**config.mk**
```make
export PLATFORM = sky130hd
export DESIGN_NAME = seq_multiplier
export DESIGN_NICKNAME = d
export VERILOG_FILES = /design/src/rtl/seq_multiplier.sv
export SDC_FILE = /design/constraint.sdc
export NUM_CORES = 1
export LEC_CHECK = 0
export CORE_MARGIN = 2
export CORE_UTILIZATION = 56
export DETAILED_ROUTE_END_ITERATION = 8
export PLACE_DENSITY = 0.84
export SLEW_MARGIN = 20
export SYNTH_ARGS = -nofsm -noshare
export SYNTH_HDL_FRONTEND = slang
export SYNTH_SLANG_ARGS = --single-unit
export TNS_END_PERCENT = 10
```
**constraint.sdc**
```tcl
create_clock -name clk -period 6.8 [get_ports clk]
set_clock_uncertainty 0.1 [all_clocks]
set_input_delay 2.04 -clock clk [delete_from_list [all_inputs] [get_ports clk]]
set_output_delay 2.04 -clock clk [all_outputs]
set_load 0.05 [all_outputs]
```
**src/rtl/seq_multiplier.sv**
```systemverilog
// rtl/seq_multiplier.sv - sequential unsigned shift-and-add multiplier
// One add-and-shift iteration per clock; product held until the next completion.

module add_sub #(
  parameter int W = 8
) (
  input  logic [W-1:0] a_i,
  input  logic [W-1:0] b_i,
  input  logic         sub_i,
  output logic [W-1:0] sum_o,
  output logic         carry_o
);
  logic [W:0] full;

  assign full    = {1'b0, a_i} + {1'b0, (sub_i ? ~b_i : b_i)} + {{W{1'b0}}, sub_i};
  assign sum_o   = full[W-1:0];
  assign carry_o = full[W];
endmodule

module seq_multiplier #(
  parameter int WIDTH     = 8,
  parameter int CNT_WIDTH = 3
) (
  input  logic                 clk,
  input  logic                 reset,
  input  logic                 start_i,
  input  logic [WIDTH-1:0]     a_i,
  input  logic [WIDTH-1:0]     b_i,
  output logic                 busy_o,
  output logic                 done_o,
  output logic [2*WIDTH-1:0]   product_o
);
  localparam logic [1:0] IDLE = 2'd0;
  localparam logic [1:0] RUN  = 2'd1;
  localparam logic [1:0] DONE = 2'd2;

  localparam logic [CNT_WIDTH-1:0] LAST = CNT_WIDTH'(WIDTH - 1);

  logic [1:0]           state_q, state_d;
  logic [WIDTH-1:0]     mcand_q, mcand_d;
  logic [WIDTH-1:0]     mplier_q, mplier_d;
  logic [WIDTH-1:0]     acc_q, acc_d;
  logic [CNT_WIDTH-1:0] count_q, count_d;
  logic [2*WIDTH-1:0]   product_q, product_d;

  logic [WIDTH-1:0]     add_sum;
  logic                 add_carry;
  logic [WIDTH:0]       step_sum;
  logic [WIDTH-1:0]     acc_step;
  logic [WIDTH-1:0]     mplier_step;

  add_sub #(.W(WIDTH)) u_add_sub (
    .a_i     (acc_q),
    .b_i     (mcand_q),
    .sub_i   (1'b0),
    .sum_o   (add_sum),
    .carry_o (add_carry)
  );

  // The adder carry becomes the top accumulator bit after the shift.
  always_comb begin
    step_sum                = mplier_q[0] ? {add_carry, add_sum} : {1'b0, acc_q};
    {acc_step, mplier_step} = {step_sum, mplier_q[WIDTH-1:1]};
  end

  always_comb begin
    state_d   = state_q;
    mcand_d   = mcand_q;
    mplier_d  = mplier_q;
    acc_d     = acc_q;
    count_d   = count_q;
    product_d = product_q;
    case (state_q)
      IDLE: begin
        if (start_i) begin
          mcand_d  = a_i;
          mplier_d = b_i;
          acc_d    = '0;
          count_d  = '0;
          state_d  = RUN;
        end
      end
      RUN: begin
        acc_d    = acc_step;
        mplier_d = mplier_step;
        count_d  = count_q + CNT_WIDTH'(1);
        if (count_q == LAST) begin
          product_d = {acc_step, mplier_step};
          state_d   = DONE;
        end
      end
      DONE:    state_d = IDLE;
      default: state_d = IDLE;
    endcase
  end

  always_ff @(posedge clk or posedge reset) begin
    if (reset) begin
      state_q   <= IDLE;
      mcand_q   <= '0;
      mplier_q  <= '0;
      acc_q     <= '0;
      count_q   <= '0;
      product_q <= '0;
    end else begin
      state_q   <= state_d;
      mcand_q   <= mcand_d;
      mplier_q  <= mplier_d;
      acc_q     <= acc_d;
      count_q   <= count_d;
      product_q <= product_d;
    end
  end

  assign busy_o    = (state_q == RUN);
  assign done_o    = (state_q == DONE);
  assign product_o = product_q;
endmodule
```
[After elaboration in Yosys (flattened, before gate mapping)]
Cells that the tools add are included.
Word-level totals
  flip-flop bits (word level): 45
  bits of input ports: 19
  output and inout bits: 18
  logic and storage cells: 29
Operators by class
  $add $sub $neg: 2
  equality and inequality tests: 5
  mux-type cells: 10
  reductions and logical operators: 6
Operators by type and width (number)
  $pmux W8 S2: 2
  $mux W8: 2
  $add A8 B8 Y9: 1
  $mux W9: 1
  $reduce_and A2 Y1: 4
  $pmux W3 S2: 1
  $mux W2: 2
  $pmux W2 S2: 1
  $add A3 B1 Y3 const B: 1
  $eq A3 B3 Y1 const B: 1
  $mux W3: 1
  $eq A2 B1 Y1 const B: 1
  $eq A2 B2 Y1 const B: 1
  $logic_not A2 Y1: 1
  $ne A2 B1 Y1 const B: 1
  $ne A2 B2 Y1 const B: 1
  $reduce_bool A2 Y1: 1

[Longest topological paths before layout]
  depth after elaboration: 3
  depth in mapped cells: 7
  mapped depth without buffers: 7

[Hierarchy]
A second synthesis with hierarchy kept.
Unflattened totals
  cell total of the unflattened synthesis: 205
  area total of the unflattened synthesis: 2269.7 um^2
Modules (own cells, without submodules)
  seq_multiplier: times used 1, cells an instance 157, area each 1871.8 um^2, seq. area each 1126.1 um^2
  add_sub: times used 1, cells an instance 48, area each 397.9 um^2, seq. area each 0.0 um^2

[Worst setup path before layout]
Ideal clock, no wire load.
  path kind: flip-flop to output port
  start point: register state_q[0]
  end point: output port done_o
  data arrival time: 1.073 ns
  required time: 4.660 ns
  slack: 3.587 ns
  stages on the path, launching flop included: 2
  path buffers: 0
  path through: dfrtp_1 nor2b_1
On the way
  cells in the longest elaborated chain, start to end: 1
RTL lines
  from (decl): RTL line 39  | logic [1:0] state_q, state_d;
  from (signal assigned): RTL line 106  | state_q <= state_d;
  $eq A2 B2 Y1: RTL line 116  | assign done_o = (state_q == DONE);
  to (decl): RTL line 30  | output logic done_o,
Every way passes these cells.

[Worst setup path in the final report]
  start point: register state_q[1]
  end point: output port busy_o
On the way
  cells in the longest elaborated chain, start to end: 1
RTL lines
  $eq A2 B1 Y1: RTL line 115  | assign busy_o = (state_q == RUN);
  to (decl): RTL line 29  | output logic busy_o,
Every way passes these cells.

==> run summary <==
CTS
- CTS sink count: 45
- number of H-tree branching levels: 2
- clock transition at the registers of the reported paths: 70 ps
- maximum buffer depth of the clock tree: 2
- insertion delay of the later-clocked pin in the worst-skew pair: 300 ps
- clock tree from TritonCTS: built
- hold-fix buffers at CTS: 0
- clock root buffer: clkbuf_8
- Gates resized, CTS repair: 0
- Num CTS Buffers: 5
- # Post-CTS Setup Buffers: 0

Hold path
- hold crit path type: flop to flop
- worst hold path depth: 2

Synth
- count of yosys warnings during synthesis: 0
- most area-consuming cells after synthesis: dfrtp_1 53%, nand2_1 10%, ha_1 5.9%, o21ai_0 5.4%, mux2_2 3.7%
- top-count cell post-synth: nand2_1
- most used standard cells in the synthesized netlist: 58 x nand2_1, 45 x dfrtp_1, 23 x o21ai_0
- post-synthesis async set-or-reset flop share: 100%
- Primary FF master, synth: dfrtp_1
- Synth Register Bits: 45
- area of the mapped netlist: 2130 sq um
- synthesized area divided by synthesized cell count: 9.62 sq um
- Netlist cell types: 33
- area share of the largest cell type after synthesis: 52.8%
- top cell type by total area after synthesis: dfrtp_1
- sequential element share of the synthesized area: 52.8%
- number of cells produced by synthesis: 222
- number of enable flip-flop cells after synthesis: 0
- Post-Syn Nets: 252

Timing
- Peak Freq: 238 MHz
- clock period minus final worst setup slack: 4200 ps
- actual slew at the worst max-slew pin: 852 ps
- Setup-failing EPs final: 0
- accumulated negative setup slack: 0 ps
- share of the clock period used by the worst path after layout: 61.8%
- minimum hold slack: 387 ps
- unrepaired setup endpoints after global routing: false
- number of hold violations in the final report: 0
- Worst slew margin: 43.1%
- max-slew violation count: 0
- worst-case setup margin in the final layout: 2600 ps

Power
- highest ir drop seen on vdd: 0.269 mV
- power after layout: 1.45 mW
- leakage power figure: 1.20 nW
- Pwr per Cell Area: 554 nW/um^2

Finish
- layout net count: 285
- core utilization of the finished layout: 71.3%
- total inserted antenna cells: 0
- fraction of final layout cells sized beyond drive strength 1: 7.06%
- area growth from synthesis to layout: 22.3%

Worst setup path
- end point of the critical path: busy_o
- critical path start-end classification: flop to output port
- Crit path largest cell delay: 820 ps
- number of cells on the critical path: 4
- Critical Path Sink Type: output port
- count of cells along the worst register-to-register path: 6
- slack of the worst reg-to-reg path: 4460 ps
- worst endpoint data arrival time: 2060 ps
- Startpoint Class: flop
- combined buffer and inverter count along the critical path: 3
- library cell contributing the largest single delay on the critical path: clkdlybuf4s50_1
- CP top delay family: buffers and inverters
- Crit path required time: 4660 ps
- cell breakdown of the critical path: nand2b_1 -> buf_4 -> inv_1 -> clkdlybuf4s50_1
- CP Launch Point: state_q[1]$_DFFE_PP0P_
- start of the worst register-to-register path: state_q[0]$_DFFE_PP0P_
- end of the worst register-to-register path: product_o[6]$_DFFE_PP0P_
- maximum fanout along the worst path: 38

Die
- Die Area: 4320 sq um
- I/O pins: 37
- area of the core: 3660 sq um
- Std-Cell Rows: 22
- Die Y-Extent: 65.7 microns
- starting utilization of the core area: 58.3%
- width of the die: 65.7 microns

Global route
- global routing usage summed across all routing layers: 22.6%
- first-pass GRT wire length: 7200 microns
- number of antenna violations at the first check in global routing: 0
- maximum number of pins on one net before global-route repair: 46
- remaining global-route overflow: 0
- vias in the first global route: 1597

Job
- reported max-cap violation count: 0

Routing
- First DRT Iteration DRCs: 129
- iteration count of the initial detailed-routing pass: 4
- final antenna-violating net count: 0
- total number of vias: 1666
- wirelength, routed: 4160 microns
- Vias per Instance: 5.50
- DRC: 0
- average detailed-routed wire length per instance: 13.7 microns

Place
- quantity of I/O buffers inserted on ports: 36
- worst slack after detailed placement: 2930 ps
- Final GP Congestion: 0.835
- final HPWL from detailed placement: 2850 microns

Run status
- status: completed

-- flip-flops by register name, summed over array words and instances, names as in the netlist --
| name | count |
|---|---|
| count_q | 3 |
| mplier_q | 8 |
| product_o | 16 |
| state_q | 2 |
| mcand_q | 8 |
| acc_q | 8 |
-- cells in the final DEF, fill, tap and decap left out, types with 2 or more instances in the layout --
master / netlist / final
clkbuf_8: 0 / 6
nand3_1: 10 / 10
nor2_1: 9 / 9
a31oi_1: 10 / 10
nand2_1: 58 / 58
xnor2_1: 2 / 2
clkdlybuf4s50_1: 0 / 36
nor3_1: 3 / 3
inv_1: 3 / 2
o21ai_0: 23 / 23
a21oi_1: 5 / 5
o31ai_1: 2 / 2
mux2i_1: 4 / 4
nor2b_1: 3 / 3
mux2_2: 7 / 7
ha_1: 10 / 10
dfrtp_1: 45 / 45
buf_4: 0 / 2
-- worst min-delay path by stage --
stage | startpoint | end | slack [ps]
after floorplan | mcand_q[0]$_DFFE_PP0P_ | mcand_q[0]$_DFFE_PP0P_ | 350
after global placement | product_o[7]$_DFFE_PP0P_ | product_o[7]$_DFFE_PP0P_ | 360
after detailed placement | mcand_q[4]$_DFFE_PP0P_ | mcand_q[4]$_DFFE_PP0P_ | 370
after CTS | mcand_q[4]$_DFFE_PP0P_ | mcand_q[4]$_DFFE_PP0P_ | 390
after global routing | mcand_q[4]$_DFFE_PP0P_ | mcand_q[4]$_DFFE_PP0P_ | 420
final | product_o[9]$_DFFE_PP0P_ | product_o[9]$_DFFE_PP0P_ | 390
-- cells by family (layout without fill, tap and decap cells) --
group | after synthesis | count (layout) | synth area share [%]
simple gates | 90 | 90 | 17.9
xor+xnor | 3 | 3 | 1.23
buf+inv | 15 | 48 | 2.64
mux | 11 | 11 | 5.57
compound gates | 47 | 47 | 13.1
fa+ha+maj | 11 | 11 | 6.80
flops | 45 | 45 | 52.8
-- power by group --
part	total, mW	switching (mW)	internal, mW
registers	0.497	0.0986	0.399
clock network	0.163	0.0827	0.0805
logic	0.785	0.484	0.301
-- worst register-to-register path: cells and delay by family, from the launching register on --
family / cells / cell delay, ps
and+or+nand+nor: 2 / 680
DFF: 1 / 390
muxes: 1 / 330
buffers and inverters: 3 / 740
-- final cells by class --
class	instances	area [sq um]
repair buffers	38	375
clock buffers	7	86.3
flip-flops and latches	45	1130
well taps	48	60.1
multi-input cells	162	952
fillers	291	1050
inverters	3	11.3
-- through the flow --
step | area [sq um] | cells
3_3_place_gp | 2520 | 296
4_1_cts | 2610 | 303
5_1_grt | 2610 | 303
2_1_floorplan | 2130 | 222
6_report | 2610 | 303
3_5_place_dp | 2520 | 296
-- layer usage --
layer / vias to the layer above / routed length [microns] / global-route usage [%]
li1: 828 / - / -
met1: 792 / 1840 / 29.1
met2: 39 / 2010 / 34.7
met3: 7 / 211 / 4.62
met4: 0 / 99 / 14.6
met5: - / 0 / 0
No activity file was read; power rests on OpenSTA's default activity.
